<file path="src/rtl/systolic_row_collector.sv">
// systolic_row_collector
// Re-aligns skewed per-lane {enable, data} streams from the systolic array edge
// into whole rows, buffers up to BUF_DEPTH rows, and hands them to writeback
// over a valid/ready handshake. A sticky flag records any dropped lane element.
// Optional build macro ROW_COLLECTOR_CNT_EN adds row_count_out (popped-row
// counter) and lane_skew_max_out (largest per-lane occupancy).
module systolic_row_collector #(
    parameter int unsigned DATA_WIDTH = 32,
    parameter int unsigned NUM_LANES  = 4,
    parameter int unsigned BUF_DEPTH  = 4
) (
    input  logic                            clk,
    input  logic                            rstn,
    input  logic [NUM_LANES-1:0]            lane_en_in,
    input  logic [NUM_LANES*DATA_WIDTH-1:0] lane_data_in,
    output logic                            row_valid_out,
    input  logic                            row_ready_in,
    output logic [NUM_LANES*DATA_WIDTH-1:0] row_data_out,
    output logic                            overflow_err,
`ifdef ROW_COLLECTOR_CNT_EN
    output logic [15:0]                     row_count_out,
    output logic [$clog2(BUF_DEPTH):0]      lane_skew_max_out,
`endif
    input  logic                            err_clear_in
);

    localparam int unsigned PTR_W = $clog2(BUF_DEPTH);
    localparam int unsigned OCC_W = PTR_W + 1;

    typedef logic [PTR_W-1:0] ptr_t;

    // Row storage and per-element fill flags
    logic [DATA_WIDTH-1:0] row_buf_q [BUF_DEPTH][NUM_LANES];
    logic [NUM_LANES-1:0]  filled_q  [BUF_DEPTH];
    logic [NUM_LANES-1:0]  filled_d  [BUF_DEPTH];

    // Independent write pointer per lane, one shared read pointer
    ptr_t wptr_q [NUM_LANES];
    ptr_t wptr_d [NUM_LANES];
    ptr_t rptr_q;
    ptr_t rptr_d;

    logic [NUM_LANES-1:0] lane_we;
    logic [NUM_LANES-1:0] lane_drop;
    logic                 pop;
    logic                 overflow_q;
    logic                 overflow_d;

    // Row presentation is driven from registered state only
    assign row_valid_out = &filled_q[rptr_q];
    assign pop           = row_valid_out && row_ready_in;
    assign overflow_err  = overflow_q;

    // Unpack the entry under the read pointer onto the output bus
    always_comb begin
        row_data_out = '0;
        for (int unsigned k = 0; k < NUM_LANES; k++) begin
            row_data_out[k*DATA_WIDTH +: DATA_WIDTH] = row_buf_q[rptr_q][k];
        end
    end

    // Next-state for fill flags and pointers: pop clears first, then lane writes
    // may claim the just-freed entry in the same cycle
    always_comb begin
        filled_d  = filled_q;
        wptr_d    = wptr_q;
        rptr_d    = rptr_q;
        lane_we   = '0;
        lane_drop = '0;
        if (pop) begin
            filled_d[rptr_q] = '0;
            rptr_d           = rptr_q + ptr_t'(1);
        end
        for (int unsigned k = 0; k < NUM_LANES; k++) begin
            if (lane_en_in[k]) begin
                if (!filled_q[wptr_q[k]][k] || (pop && (wptr_q[k] == rptr_q))) begin
                    lane_we[k]               = 1'b1;
                    filled_d[wptr_q[k]][k]   = 1'b1;
                    wptr_d[k]                = wptr_q[k] + ptr_t'(1);
                end else begin
                    lane_drop[k] = 1'b1;
                end
            end
        end
    end

    // Sticky overflow: a drop in the same cycle as a clear keeps the flag set
    always_comb begin
        overflow_d = overflow_q;
        if (err_clear_in) begin
            overflow_d = 1'b0;
        end
        if (|lane_drop) begin
            overflow_d = 1'b1;
        end
    end

    // Control state registers
    always_ff @(posedge clk or negedge rstn) begin
        if (!rstn) begin
            for (int unsigned e = 0; e < BUF_DEPTH; e++) begin
                filled_q[e] <= '0;
            end
            for (int unsigned k = 0; k < NUM_LANES; k++) begin
                wptr_q[k] <= '0;
            end
            rptr_q     <= '0;
            overflow_q <= 1'b0;
        end else begin
            filled_q   <= filled_d;
            wptr_q     <= wptr_d;
            rptr_q     <= rptr_d;
            overflow_q <= overflow_d;
        end
    end

    // Element storage: each accepted lane element lands at its own lane's write pointer
    always_ff @(posedge clk or negedge rstn) begin
        if (!rstn) begin
            for (int unsigned e = 0; e < BUF_DEPTH; e++) begin
                for (int unsigned k = 0; k < NUM_LANES; k++) begin
                    row_buf_q[e][k] <= '0;
                end
            end
        end else begin
            for (int unsigned k = 0; k < NUM_LANES; k++) begin
                if (lane_we[k]) begin
                    row_buf_q[wptr_q[k]][k] <= lane_data_in[k*DATA_WIDTH +: DATA_WIDTH];
                end
            end
        end
    end

`ifdef ROW_COLLECTOR_CNT_EN
    logic [15:0]      row_count_q;
    logic [OCC_W-1:0] skew_d;
    logic [OCC_W-1:0] skew_q;

    assign row_count_out     = row_count_q;
    assign lane_skew_max_out = skew_q;

    // Elements written minus rows popped equals the lane's filled-flag count
    always_comb begin
        logic [OCC_W-1:0] occ;
        skew_d = '0;
        occ    = '0;
        for (int unsigned k = 0; k < NUM_LANES; k++) begin
            occ = '0;
            for (int unsigned e = 0; e < BUF_DEPTH; e++) begin
                occ = occ + OCC_W'(filled_d[e][k]);
            end
            if (occ > skew_d) begin
                skew_d = occ;
            end
        end
    end

    // Popped-row counter (wraps naturally) and registered skew maximum
    always_ff @(posedge clk or negedge rstn) begin
        if (!rstn) begin
            row_count_q <= '0;
            skew_q      <= '0;
        end else begin
            if (pop) begin
                row_count_q <= row_count_q + 16'd1;
            end
            skew_q <= skew_d;
        end
    end
`endif

endmodule

</file>
<file path="config.mk">
export PLATFORM = sky130hd
export DESIGN_NAME = systolic_row_collector
export DESIGN_NICKNAME = d
export VERILOG_FILES = /design/src/rtl/systolic_row_collector.sv
export SDC_FILE = /design/constraint.sdc
export NUM_CORES = 1
export LEC_CHECK = 0
export BUFFER_PORTS_ARGS = -buffer_cell sky130_fd_sc_hd__buf_2
export CAP_MARGIN = 15
export CORE_MARGIN = 4
export CORE_UTILIZATION = 45
export DETAILED_ROUTE_END_ITERATION = 10
export SLEW_MARGIN = 20
export SYNTH_ARGS = -nofsm -noshare
export SYNTH_HDL_FRONTEND = slang
export SYNTH_SLANG_ARGS = --single-unit
</file>
<file path="constraint.sdc">
create_clock -name clk -period 6 [get_ports clk]
set_input_delay 1.5 -clock clk [delete_from_list [all_inputs] [get_ports clk]]
set_output_delay 1.5 -clock clk [all_outputs]
set_load 0.005 [all_outputs]
</file>
==> impl_metrics.toml <==
[floorplanning]
io_pins = 266
die_area_um2 = 57300
start_util = 0.457
die_h_um = 239
num_rows = 84
chipWidth_um = 239
core_area_um2 = 52800

[worst_setup_path]
worst-r2r-cell-count = 6
r2r_end = "row_buf_q[161]"
startpoint = "rptr_q[1]"
end_kind = "output port"
path_max_fanout = 54
worstSetupPathType = "flip-flop to output port"
worstPathRequired_ps = 4500
cp.arrival_ps = 2900
rr_startpoint = "rptr_q[0]"
worst-r2r-setup-slack_ps = 2490
endpoint = "row_data_out[100]"
critPathLaunchType = "flip-flop"

[synth]
ys_ff_latch = 539
yosysWarnings = 0
synth-simple-area-share = 0.0154
yosys-mux-area-fraction = 0.370
synth-async-reset-ratio = 1.00
synth_top_flop_cell = "dfrtp_1"
synth-seq-area-share = 0.560
synth_xor_area_frac = 0.00327
synth.distinct_cells = 43
netlist_area_um2 = 24100
synth_edf_count = 0
syn_nets = 1573
synth_compound_area_frac = 0.0162
synthAdderAreaFrac = 0.0104
avgSynthCellArea_um2 = 17.0
synth_cells = 1417
synth_top_family_by_area = "multiplexers"

[sta]
setup_viol = 0
slew_viol_final = 0
final.period_utilization = 0.734
rsz0062_at_grt = "no"
layout_min_cycle_time_ps = 4400
skew_ps = 17.2
hold_violations = 0
max_slew_margin = 0.328
tightest_slew_ps = 1010
timing.fmax_mhz = 227
tns_ps = 0

[placement]
dp_hpwl_um = 33200
gp_congestion = 0.743
portBuffers = 265
placedCellCount = 2318

[global_routing]
grt_util_all_layers = 0.189
grt_pass1_vias = 14800
grt_max_degree = 109
antenna_found_initial = 9
grt_overflow = 0
grt_pass1_wl_um = 85500

[pwr]
p_total_mw = 16.6
vdd.ir_drop.worst_mv = 0.284
p_per_area_nw_per_um2 = 593
p_leak_nw = 12.3

[final_layout]
final_cell_mix = "537 x dfrtp_1, 440 x mux2_2, 264 x buf_2, 131 x mux4_2, 61 x clkbuf_16"
final_util = 0.532
final_common_cell = "dfrtp_1"
area_delta_synth_final_pct = 16.4
fillers = 4448
nets = 1848
drive_gt1_frac = 0.588
stdcell_count = 2427

[routing]
drcViolationCount = 0
dr.pass1.iters = 4
drtAntennaViolNets = 0
drt_wl_total_um = 53200
via_per_inst = 5.49
wl_per_cell_um = 21.9
dr_total_vias = 13300
drt_iter0_markers = 458

[cts]
postCtsSetupBuffers = 0
cts_root_buffer = "clkbuf_16"
cts_buffers = 59
clkTransAtPathRegs_ps = 60
clkLatencyLatePin_ps = 600
cts_tree = "done"
cts_max_level = 2
hold_buffers = 0
ctsResizeCount = 0
cts_buffer_depth = 3
clock_sinks = 539

[status]
outcome = "finished, final reports clean"

[run]
cap_violations = 0

[worst_hold_path]
min_path_type = "flip-flop to flip-flop"
[power breakdown]
group          leakage (nW)  internal (mW)  switching, mW
registers              6.50           5.47           1.07
clock network         0.944           2.15           1.43
logic                  4.87           3.94           2.57
[worst min path at each step]
stage	end	start	slack, ps	depth (start not counted)
after floorplan	row_buf_q[195]	row_buf_q[195]	450	1
after global placement	row_buf_q[214]	row_buf_q[214]	460	1
after detailed placement	row_buf_q[82]	row_buf_q[82]	470	1
after CTS	row_buf_q[66]	row_buf_q[66]	480	1
after global routing	row_buf_q[76]	row_buf_q[76]	490	1
final	row_buf_q[82]	row_buf_q[82]	480	1
[area by class of cell]
type / count / area (µm²) / share of cell area
Multi-Input combinational cell: 782 / 10100 / 0.359
Sequential cell: 539 / 13500 / 0.481
Timing Repair Buffer: 294 / 1640 / 0.0583
Clock buffer: 93 / 1790 / 0.0637
Antenna cell: 5 / 12.5 / 0.000446
Tap cell: 688 / 861 / 0.0307
Clock inverter: 10 / 129 / 0.00459
Inverter: 16 / 60.1 / 0.00214
[state kept, by name (all words and copies together), names as in the netlist]
| signal | count |
|---|---|
| filled_q | 16 |
| rptr_q | 2 |
| row_buf_q | 512 |
| wptr_q | 8 |
| overflow_err | 1 |
[cells in the mapped netlist, types with 12 or more instances]
cell type	n	area [µm²]
clkbuf_1	14	52.6
mux2_4	39	586
nand2_1	26	97.6
dfrtp_1	539	13500
buf_6	25	282
mux2_2	440	4950
buf_2	38	190
a21o_1	12	90.1
mux4_2	131	2950
mux2_1	37	417
ha_1	20	250
inv_1	16	60.1
[worst max-delay path, stage by stage (launching register included)]
cell,delay (ps)
dfrtp_4,1000
buf_4,700
mux4_2,420
buf_2,160
[cell families after synthesis]
| kind of cell | after synthesis |
|---|---|
| simple gates | 64 |
| flops | 539 |
| mux | 648 |
| fa+ha+maj | 20 |
| buf+inv | 96 |
| xor+xnor | 9 |
| compound gates | 41 |
[metal layers]
metal | vias to the layer above | GRT usage | part of all wire
met5 | - | 0 | 0.0010
met4 | 8 | 0.0431 | 0.017
met3 | 73 | 0.0418 | 0.048
met2 | 210 | 0.321 | 0.51
met1 | 7167 | 0.251 | 0.43
li1 | 5876 | - | -
[metrics by stage]
step                      setup WS [ps]  area [µm²]  hold WS, ps
after floorplan                    2840       24100          452
after detailed placement           1940       26100          469
after CTS                          1490       28000          483
after global routing               1450       28000          492
final                              1600       28100          480
after global placement             1950       26100          462
(Power assumes the default switching activity.)
